[src/rtl/dot_product_sequencer_pkg.sv]
// rtl/dot_product_sequencer_pkg.sv - shared widths and state encoding for the dot product sequencer
package dot_product_sequencer_pkg;

    localparam int DATA_WIDTH_DEFAULT = 8;

    typedef enum logic [1:0] {
        ST_IDLE  = 2'd0,
        ST_ACCUM = 2'd1,
        ST_DONE  = 2'd2
    } state_t;

endpackage

[src/rtl/multiply_and_add.sv]
// rtl/multiply_and_add.sv - unsigned multiply-accumulate, result truncated to 2*DATA_WIDTH
module multiply_and_add #(
    parameter int DATA_WIDTH = 8
) (
    input  logic [DATA_WIDTH-1:0]   a_value,
    input  logic [DATA_WIDTH-1:0]   b_value,
    input  logic [2*DATA_WIDTH-1:0] add_value,
    output logic [2*DATA_WIDTH-1:0] sum
);

    localparam int ACC_WIDTH = 2 * DATA_WIDTH;

    logic [ACC_WIDTH-1:0] product;

    assign product = ACC_WIDTH'(a_value) * ACC_WIDTH'(b_value);
    assign sum     = add_value + product;

endmodule

[src/rtl/dot_product_sequencer.sv]
// rtl/dot_product_sequencer.sv - sequences VECTOR_LENGTH input/weight beats into one biased dot product
module dot_product_sequencer
    import dot_product_sequencer_pkg::*;
#(
    parameter int DATA_WIDTH    = DATA_WIDTH_DEFAULT,
    parameter int VECTOR_LENGTH = 4
) (
    input  logic                    clk,
    input  logic                    rst_n,
    input  logic                    start,
    input  logic [2*DATA_WIDTH-1:0] bias_value,
    input  logic                    in_valid,
    output logic                    in_ready,
    input  logic [DATA_WIDTH-1:0]   input_value,
    input  logic [DATA_WIDTH-1:0]   weight_value,
    output logic                    out_valid,
    input  logic                    out_ready,
    output logic [2*DATA_WIDTH-1:0] result,
    output logic                    busy
);

    localparam int ACC_WIDTH = 2 * DATA_WIDTH;
    localparam int CNT_WIDTH = $clog2(VECTOR_LENGTH) + 1;
    localparam logic [CNT_WIDTH-1:0] LAST_BEAT = CNT_WIDTH'(VECTOR_LENGTH - 1);

    state_t               state;
    logic [ACC_WIDTH-1:0] accumulator;
    logic [ACC_WIDTH-1:0] mac_sum;
    logic [CNT_WIDTH-1:0] beat_count;
    logic                 beat_accept;

    assign beat_accept = in_valid && in_ready;

    multiply_and_add #(
        .DATA_WIDTH (DATA_WIDTH)
    ) u_mac (
        .a_value   (input_value),
        .b_value   (weight_value),
        .add_value (accumulator),
        .sum       (mac_sum)
    );

    // in_ready/out_valid/busy/result are registered alongside the state so they change exactly with it
    always_ff @(posedge clk or negedge rst_n) begin
        if (!rst_n) begin
            state       <= ST_IDLE;
            accumulator <= '0;
            beat_count  <= '0;
            in_ready    <= 1'b0;
            out_valid   <= 1'b0;
            result      <= '0;
            busy        <= 1'b0;
        end else begin
            case (state)
                ST_IDLE: begin
                    if (start) begin
                        accumulator <= bias_value;
                        beat_count  <= '0;
                        in_ready    <= 1'b1;
                        busy        <= 1'b1;
                        state       <= ST_ACCUM;
                    end
                end
                ST_ACCUM: begin
                    if (beat_accept) begin
                        accumulator <= mac_sum;
                        beat_count  <= beat_count + 1'b1;
                        if (beat_count == LAST_BEAT) begin
                            in_ready  <= 1'b0;
                            out_valid <= 1'b1;
                            result    <= mac_sum;
                            state     <= ST_DONE;
                        end
                    end
                end
                ST_DONE: begin
                    if (out_ready) begin
                        out_valid <= 1'b0;
                        busy      <= 1'b0;
                        state     <= ST_IDLE;
                    end
                end
                default: begin
                    in_ready  <= 1'b0;
                    out_valid <= 1'b0;
                    busy      <= 1'b0;
                    state     <= ST_IDLE;
                end
            endcase
        end
    end

endmodule

[config.mk]
export PLATFORM = sky130hd
export DESIGN_NAME = dot_product_sequencer
export DESIGN_NICKNAME = d
export VERILOG_FILES = /design/src/rtl/dot_product_sequencer_pkg.sv /design/src/rtl/multiply_and_add.sv /design/src/rtl/dot_product_sequencer.sv
export SDC_FILE = /design/constraint.sdc
export NUM_CORES = 1
export LEC_CHECK = 0
export CAP_MARGIN = 0
export CORE_MARGIN = 1.5
export CORE_UTILIZATION = 34
export DETAILED_ROUTE_END_ITERATION = 16
export SYNTH_ARGS = -nofsm -noshare
export SYNTH_HDL_FRONTEND = slang
export SYNTH_SLANG_ARGS = --single-unit
export TNS_END_PERCENT = 5
[constraint.sdc]
create_clock -name clk -period 10.6 [get_ports clk]
set_input_delay 2.65 -clock clk [delete_from_list [all_inputs] [get_ports clk]]
set_output_delay 2.65 -clock clk [all_outputs]
set_load 0.05 [all_outputs]
# --- Word level (Yosys, flattened, before mapping) ---
# Cells that the tools add are included.
totals:
  inputBits: 37
  register_bits: 40
op_classes:
  bitwise: 3
  eq_ne: 7
  n_addsub: 2
  mul: 1
  n_mux: 20
  reduce_logical: 9
ops:
  columns: ["operator", "n"]
  rows:
  - ["$mux W16", 2]
  - ["$pmux W16 S2", 1]
  - ["$add A16 B16 Y16", 1]
  - ["$mul A8 B8 Y16", 1]
  - ["$reduce_and A4 Y1", 3]
  - ["$pmux W1 S3", 3]
  - ["$reduce_and A3 Y1", 3]
  - ["$mux W2", 4]
  - ["$ne A2 B2 Y1 const B", 4]
  - ["$mux W1", 6]
  - ["$mux W3", 2]
  - ["$pmux W2 S3", 1]
  - ["$pmux W3 S2", 1]
  - ["$add A3 B1 Y3 const B", 1]
  - ["$eq A3 B2 Y1 const B", 1]
  - ["$not A1 Y1", 3]
  - ["$eq A2 B1 Y1 const B", 1]
  - ["$eq A2 B2 Y1 const B", 1]
  - ["$logic_not A2 Y1", 1]
  - ["$reduce_bool A2 Y1", 1]
  - ["$logic_and A1 B1 Y1", 1]

# --- Longest topological paths before layout ---
# Gate-level depths: netlist of run 1.
logic_depth:
  ltp_word: 4
  mapped_depth: 16

# --- Modules after synthesis ---
# A second synthesis of run 1 with hierarchy kept.
unflattened:
  cells_unflattened: 446
  hier_area_um2: 4464.3
modules_own_cells:
  columns: ["module", "n_inst", "cells_per_inst", "area_each_um2"]
  rows:
  - ["multiply_and_add", 1, 321, 2618.8]
  - ["dot_product_sequencer", 1, 125, 1845.5]

# --- Worst setup path before layout of run 1 ---
# OpenSTA, ideal clock, no wires.
synth_path:
  path_kind: "input-to-reg"
  from: "input weight_value[7]"
  to: "register accumulator[14]"
  stages: 14
  path_buffers: 0
  setup_time_ps: 139
  setup_slack_ps: 4181
  arrival_time_ps: 6280
  required_time_ps: 10461
  cell_sequence: "nand2_1 -> fa_1 -> fa_1 -> inv_1 -> fa_1 -> inv_1 -> fa_1 -> inv_1 -> ha_1 -> nor2b_1 -> a311o_1 -> a211o_1 -> xnor2_2 -> o221ai_1"
synth_via:
  elab_chain_len: 4
synth_rtl:
  columns: ["element", "line_no", "source"]
  rows:
  - ["start: declaration", "dot_product_sequencer.sv:15", "input logic [DATA_WIDTH-1:0] weight_value,"]
  - ["$mul A8 B8 Y16", "multiply_and_add.sv:15", "assign product = ACC_WIDTH'(a_value) * ACC_WIDTH'(b_value);"]
  - ["$add A16 B16 Y16", "multiply_and_add.sv:16", "assign sum = add_value + product;"]
  - ["$mux W16", "dot_product_sequencer.sv:65", "if (beat_accept) begin"]
  - ["$pmux W16 S2", "dot_product_sequencer.sv:54", "case (state)"]
  - ["end signal: assignment", "dot_product_sequencer.sv:57", "accumulator <= bias_value;"]
  - ["end signal: assignment", "dot_product_sequencer.sv:66", "accumulator <= mac_sum;"]
  - ["end: declaration", "dot_product_sequencer.sv:27", "logic [ACC_WIDTH-1:0] accumulator;"]
# Every way passes these cells. The select of a mux whose other input is x is not followed.
# A chain may end at the register's enable or synchronous reset.

# --- Worst setup path in the final report of run 1 ---
layout_path:
  from: "input input_value[4]"
  to: "register result[15]"
layout_via:
  elab_chain_len: 2
layout_rtl:
  columns: ["element", "line_no", "source"]
  rows:
  - ["start: declaration", "dot_product_sequencer.sv:14", "input logic [DATA_WIDTH-1:0] input_value,"]
  - ["$mul A8 B8 Y16", "multiply_and_add.sv:15", null]
  - ["$add A16 B16 Y16", "multiply_and_add.sv:16", null]
  - ["end signal: assignment", "dot_product_sequencer.sv:71", "result <= mac_sum;"]
  - ["end: declaration", "dot_product_sequencer.sv:18", "output logic [2*DATA_WIDTH-1:0] result,"]
# Every way passes these cells.

==> impl_metrics.toml, run 1 <==
[run_status]
status = "completed"

[clock_network]
cts_tree = "yes"
ctsHoldBuffers = 0
clockBufferDepth = 2
h-tree-depth = 2
clock-sinks = 40
cts_made_buffers = 5
insertion_delay_ns = 0.28
cts_setup_buffers = 0
ctsResizeCount = 0
root_buffer = "clkbuf_16"
clkTransAtPathRegs_ns = 0.06

[synthesis]
seq_area_frac_synth = 0.239
synthCells = 461
post-synth-top-area-fraction = 0.239
synth.yosys.warnings = 0
synth_area_per_cell_um2 = 9.09
ys_types = 39
syn_area_mm2 = 0.00419
yosys-top-cells-area = "dfrtp_1 (24%), fa_1 (24%), ha_1 (11%)"
ys_ff_latch = 40
syn_nets = 585
yosysTopAreaCell = "dfrtp_1"

[final_layout]
nets = 639
area_delta_synth_final_pct = 20.4
drive_gt1_frac = 0.0446
diodes = 0
final_cell_mix = "inv_1 (101), nand2_1 (70), clkdlybuf4s50_1 (54), fa_1 (50), dfrtp_1 (40)"
mostFrequentLayoutCell = "inv_1"
final_util = 0.420

[sta]
fin_crit_sh = 0.672
worst_pin_slew_ns = 0.999
grt_setup_unrepaired = "false"
period_minus_slack_ns = 7.12
slew_violations = 0
fin_setup_tns_ns = 0
hold_viol = 0
slew_headroom = 0.332
finalSetupViolCount = 0
clock.fmax_mhz = 140
skew_ns = 0.00397

[floorplanning]
die_width_um = 114
placementRows = 40
io_pins = 56
dieArea_mm2 = 0.0130
coreArea_mm2 = 0.0120
die-height_um = 114
start_util = 0.349

[routing]
drt_iter0_markers = 138
vias = 3164
drc_errors = 0
drtPass1Iterations = 4
detail_route.vias_per_cell = 4.77
drt_wl_total_mm = 9.10
ant_nets = 0
post_drt_wl_per_cell_um = 13.7

[setup_path]
crit_arrival_ns = 7.25
crit_path_end_kind = "register"
required_ns = 10.73
criticalPathCategory = "input pin to register"
worst-path-max-fanout = 8
startpoint_type = "input pin"
setup.worst_path.start = "input_value[4]"
rr_startpoint = "accumulator[6]"

[worst_hold_path]
worstHoldStart = "beat_count[1]"
hold_path_class = "register to register"

[placement]
dp_hpwl_mm = 7.51
port_buffers = 55
gp_congestion = 0.826

[grt]
grt_usage = 0.151
antenna_found_initial = 0
grt_max_degree = 41
grt_pass1_wl_mm = 15.5
grt_overflow = 0
grt_pass1_vias = 3292

[job]
cap_violations = 0
cell type report:
class / instances / area [um2]
Multi-Input combinational cell: 311 / 2760
Clock inverter: 3 / 42.5
Clock buffer: 5 / 125
Fill cell: 1205 / 6970
Inverter: 101 / 379
Sequential cell: 40 / 1000
Tap cell: 147 / 184
Timing Repair Buffer: 56 / 553
logic make-up (layout without fill, tap and decap cells):
logic type / Yosys count / after routing / synth area share
compound gates: 59 / 59 / 0.0884
xor+xnor: 14 / 14 / 0.0311
fa+ha+maj: 87 / 87 / 0.349
buf+inv: 110 / 165 / 0.103
flops: 40 / 40 / 0.239
mux: 10 / 10 / 0.0332
simple gates: 141 / 141 / 0.156
critical path, cell delays in order:
cell and delay (ns):
clkdlybuf4s50_1 0.69, nand2_1 0.14, fa_1 0.54, inv_1 0.06
fa_1 0.53, inv_1 0.05, fa_1 0.50, fa_1 0.54
inv_1 0.04, ha_1 0.38, and3_1 0.23, a221o_1 0.35
a21oi_1 0.14, nand2_1 0.07, xnor2_1 0.22, o21ai_0 0.11
state kept, by name, summed over array words and instances (netlist names):
| signal | flops |
|---|---|
| in_ready | 1 |
| state | 2 |
| busy | 1 |
| accumulator | 16 |
| result | 16 |
| out_valid | 1 |
| beat_count | 3 |
synthesized netlist by cell type:
cell and count:
a211o_1 1, a211oi_1 1, a21boi_1 1, a21o_1 6, a21oi_1 13, a221o_1 1
a311o_1 1, a31oi_1 10, and2_1 31, and2b_1 1, and3_1 2, buf_2 3
buf_6 2, clkbuf_1 4, dfrtp_1 40, fa_1 50, ha_1 37, inv_1 101
mux2_2 3, mux2_4 7, nand2_1 70, nand2b_4 1, nand3_1 8, nand4_1 1
nor2_1 20, nor2b_1 3, nor3_1 2, o211a_1 1, o211ai_1 2, o21a_1 1
o21ai_0 14, o21ai_1 1, o21bai_1 1, o221ai_1 3, o22ai_1 2, or3_1 2
xnor2_1 10, xnor2_2 1, xor2_1 3
per-stage QoR:
step	instance area [um2]	hold slack, ns	setup WS [ns]	instances
6_report	5040	0.474	3.48	663
2_1_floorplan	4190	0.443	4.18	461
5_1_grt	5040	0.525	3.22	663
3_5_place_dp	4880	0.463	3.16	655
4_1_cts	5040	0.477	3.46	663
3_3_place_gp	4880	0.456	3.20	655
metal layers:
layer  global-route usage  vias to the layer above  routed length [um]
met5                    0                        -                   0
met4               0.0325                        0                  87
met3               0.0260                        7                 227
met2                0.282                       36                5010
met1                0.181                     1583                3780
li1                     -                     1538                   -
path summary, 6_finish.rpt:
kind                       slack [ns]               to  depth (start not counted)
setup / recovery                 3.48       result[15]                         16
hold / removal                   0.47    beat_count[1]                          2
setup reg to reg                 6.32  accumulator[14]                         13
hold reg to reg                  0.47    beat_count[1]                          2
max in group asynchronous        7.53   accumulator[3]                          1
min in group asynchronous        2.49        out_valid                          1
Power of run 1 is left out: the tool's default activity adds up to more than one toggle a clock period on the data nets, which glitch-free logic cannot reach.
==> run 2, diff against run 1 <==
clock period = 5.8 ns   (was 10.6 ns; I/O delays follow)
==> impl_metrics.toml, run 2 (synthesis results as in run 1) <==
[run_status]
status = "completed"

[routing]
ant_nets = 0
post_drt_wl_per_cell_um = 13.5
drt_iter0_markers = 95
vias = 3337
drc_errors = 0
drtPass1Iterations = 5
drt_wl_total_mm = 9.45
detail_route.vias_per_cell = 4.75

[clock_network]
clock-sinks = 40
cts_tree = "yes"
cts_setup_buffers = 0
h-tree-depth = 2
insertion_delay_ns = 0.28
root_buffer = "clkbuf_16"
ctsHoldBuffers = 0
clkTransAtPathRegs_ns = 0.06
cts_made_buffers = 5
clockBufferDepth = 2
ctsResizeCount = 0

[floorplanning]
die-height_um = 114
dieArea_mm2 = 0.0130
die_width_um = 114
start_util = 0.349
io_pins = 56
coreArea_mm2 = 0.0120
placementRows = 40

[final_layout]
nets = 678
final_util = 0.449
final_cell_mix = "inv_1 (101), nand2_1 (70), fa_1 (50), clkdlybuf4s50_1 (42)"
diodes = 0
area_delta_synth_final_pct = 28.7
reg_top3 = "accumulator (16), result (16), beat_count (3)"
mostFrequentLayoutCell = "inv_1"
drive_gt1_frac = 0.117
fillers = 1168

[sta]
fin_crit_sh = 0.966
period_minus_slack_ns = 5.60
hold_viol = 0
fin_setup_tns_ns = 0
slew_violations = 0
worst_pin_slew_ns = 0.998
clock.fmax_mhz = 178
skew_ns = 0.00532
finalSetupViolCount = 0
whs_ns = 0.483
slew_headroom = 0.332
grt_setup_unrepaired = "false"

[placement]
dp_hpwl_mm = 7.89
port_buffers = 55
gp_congestion = 0.824

[setup_path]
startpoint_type = "input pin"
crit_slowest_cell = "fa_1"
worst-path-max-fanout = 4
required_ns = 5.95
criticalPathCategory = "input pin to register"
crit_path_frequent_cell = "fa_1"
crit_path_end_kind = "register"
crit_chain = "clkdlybuf4s50_1 > nand2_1 > fa_1 > fa_1 > inv_1 > fa_1 > inv_1 > fa_1 > inv_1 > ha_1 > nor2b_1 > a311o_1 > a211o_1 > xnor2_2 > o221ai_1"
cpPeakStageDelay_ns = 0.55
crit_arrival_ns = 5.75
reg2reg_depth = 16

[grt]
antenna_found_initial = 0
grt_pass1_wl_mm = 15.9
grt_overflow = 0
grt_pass1_vias = 3394
grt_max_degree = 41
grt_usage = 0.154

[worst_hold_path]
holdPathStages = 2
hold_path_class = "register to register"

[job]
cap_violations = 0
## run 2: worst paths after layout
kind / startpoint / end / slack (ns)
max: input_value[1] / accumulator[14] / 0.20
min: beat_count[1] / beat_count[1] / 0.48
max reg2reg: accumulator[4] / accumulator[14] / 1.61
min reg2reg: beat_count[1] / beat_count[1] / 0.48
max in group asynchronous: rst_n / result[3] / 3.95
min in group asynchronous: rst_n / busy / 1.29
## run 2: critical path: cells and delay by family
family	cells	cell delay [ns]
adder cells (fa/ha/maj)	5	2.42
AO/OA/AOI/OAI	3	0.82
buffers and inverters	4	0.68
AND/OR/NAND/NOR	2	0.23
XOR/XNOR	1	0.17
## run 2: area by class of cell
cell class	instances	area, um2	area share
inverters	101	379	0.0703
clock inverters	2	35.0	0.00650
clock buffers	6	129	0.0239
flip-flops and latches	40	1000	0.186
well taps	147	184	0.0341
multi-input cells	311	2790	0.517
repair buffers	95	876	0.162
## run 2: metrics by stage
step	worst slack, ns	cells	instance area, um2
4_1_cts	0.0292	702	5330
3_5_place_dp	-0.268	694	5170
5_1_grt	0.0152	702	5390
3_3_place_gp	-0.220	694	5170
2_1_floorplan	0.581	461	4190
6_report	0.197	702	5390
## run 2: metal layers
layer	global-route usage	wire (um)	vias up
li1	-	-	1620
met3	0.0218	220	14
met5	0	0	-
met2	0.280	4950	43
met4	0.0392	163	0
met1	0.193	4120	1660
Power of run 2 is left out for the same reason.
==> run 3, diff against run 2 <==
CORE_UTILIZATION = 40   (was 34)
==> impl_metrics.toml, run 3 (synthesis results as in run 1) <==
[run_status]
status = "completed"

[final_layout]
nets = 676
reg_top3 = "accumulator (16), result (16), beat_count (3)"
final_cell_mix = "inv_1 (101), nand2_1 (70), fa_1 (50), clkdlybuf4s50_1 (41), dfrtp_1 (40)"
diodes = 0
mostFrequentLayoutCell = "inv_1"
fillers = 1004
drive_gt1_frac = 0.107
area_delta_synth_final_pct = 25.2

[sta]
period_minus_slack_ns = 5.65
skew_ns = 0.00744
slew_headroom = 0.324
slew_violations = 0
worst_pin_slew_ns = 1.01
whs_ns = 0.475
grt_setup_unrepaired = "true"
hold_viol = 0
fin_crit_sh = 0.973
finalSetupViolCount = 0
clock.fmax_mhz = 177

[routing]
drtPass1Iterations = 7
detail_route.vias_per_cell = 4.84
post_drt_wl_per_cell_um = 13.4
drt_wl_total_mm = 9.16
ant_nets = 0
drc_errors = 0
vias = 3317
drt_iter0_markers = 107

[clock_network]
clkTransAtPathRegs_ns = 0.08
cts_made_buffers = 5
insertion_delay_ns = 0.28
clockBufferDepth = 2
h-tree-depth = 2
root_buffer = "clkbuf_8"
cts_tree = "yes"
clock-sinks = 40

[grt]
antenna_found_initial = 0
grt_max_degree = 41
grt_pass1_vias = 3360
grt_usage = 0.177
grt_overflow = 0
grt_pass1_wl_mm = 15.8

[placement]
gp_congestion = 0.806
dp_hpwl_mm = 7.65
port_buffers = 55

[setup_path]
crit_slowest_cell = "fa_1"
cpPeakStageDelay_ns = 0.55
startpoint_type = "input pin"
crit_arrival_ns = 5.79
criticalPathCategory = "input pin to register"
r2r-end = "accumulator[14]"
reg2reg_depth = 13
crit_chain = "clkdlybuf4s50_1 > nand2_1 > fa_1 > fa_1 > inv_1 > fa_1 > inv_1 > fa_1 > inv_1 > ha_1 > nor2b_1 > a311o_1 > a211o_1 > xnor2_2 > o221ai_1"
worst-path-max-fanout = 4
required_ns = 5.95
crit_buf_inv = 4
rr_startpoint = "accumulator[6]"
crit_path_end_kind = "register"
cpLargestDelayFamily = "adder cells"
crit_path_frequent_cell = "fa_1"
r2r_slack_ns = 1.59

[job]
cap_violations = 0

[worst_hold_path]
hold_path_class = "register to register"
worstHoldStart = "beat_count[1]"
hold-path-endpoint = "beat_count[1]"
holdPathStages = 2

[floorplanning]
die-height_um = 105
io_pins = 56
dieArea_mm2 = 0.0111
placementRows = 37
coreArea_mm2 = 0.0102
start_util = 0.409
die_width_um = 105
==> run 3: layout make-up <==
| cell class | count | area (um2) | share of cell area |
|---|---|---|---|
| tap | 136 | 170 | 0.0324 |
| clock buffer | 5 | 68.8 | 0.0131 |
| multi-input combinational | 311 | 2770 | 0.528 |
| timing repair buffer | 93 | 856 | 0.163 |
| inverter | 101 | 379 | 0.0723 |
| sequential | 40 | 1000 | 0.191 |
==> run 3: metal layers <==
layer / track usage / wire length [um] / up-vias
li1: - / - / 1613
met1: 0.233 / 4090 / 1644
met2: 0.313 / 4700 / 56
met3: 0.0365 / 336 / 4
met4: 0.0127 / 34 / 0
met5: 0 / 0 / -
==> run 3: worst max-delay path by stage <==
| stage | cells after the start | slack, ns | to | from |
|---|---|---|---|---|
| finish | 15 | 0.15 | accumulator[14] | input_value[1] |
| global route | 15 | -0.01 | accumulator[14] | input_value[1] |
| CTS | 15 | 0.01 | accumulator[14] | input_value[2] |
| detailed placement | 16 | -0.29 | accumulator[14] | input_value[5] |
| global placement | 15 | -0.26 | accumulator[14] | weight_value[7] |
| floorplan | 14 | 0.58 | accumulator[14] | weight_value[7] |
==> run 3: tightest hold or removal path: cells and delay by family, from the launching register on <==
kind	cells	cell delay, ns
flip-flops	1	0.35
AND/OR/NAND/NOR	2	0.10
==> run 3: per-stage QoR <==
stage | utilization | instances | setup TNS [ns] | setup WS, ns | area, um2
2_1_floorplan | - | 461 | 0 | 0.581 | 4190
3_3_place_gp | 0.503 | 681 | -2.65 | -0.262 | 5140
3_5_place_dp | 0.503 | 681 | -3.04 | -0.290 | 5140
4_1_cts | 0.509 | 686 | 0 | 0.0116 | 5210
5_1_grt | 0.513 | 686 | -0.0123 | -0.0123 | 5250
6_report | 0.513 | 686 | 0 | 0.155 | 5250
==> run 3: what timing repair did <==
action,CTS,global route
pin swaps,0,4
setup endpoints to repair,1,14
buffers inserted,0,0
hold buffers,0,0
gates resized for setup,2,14
Power of run 3 is left out for the same reason.
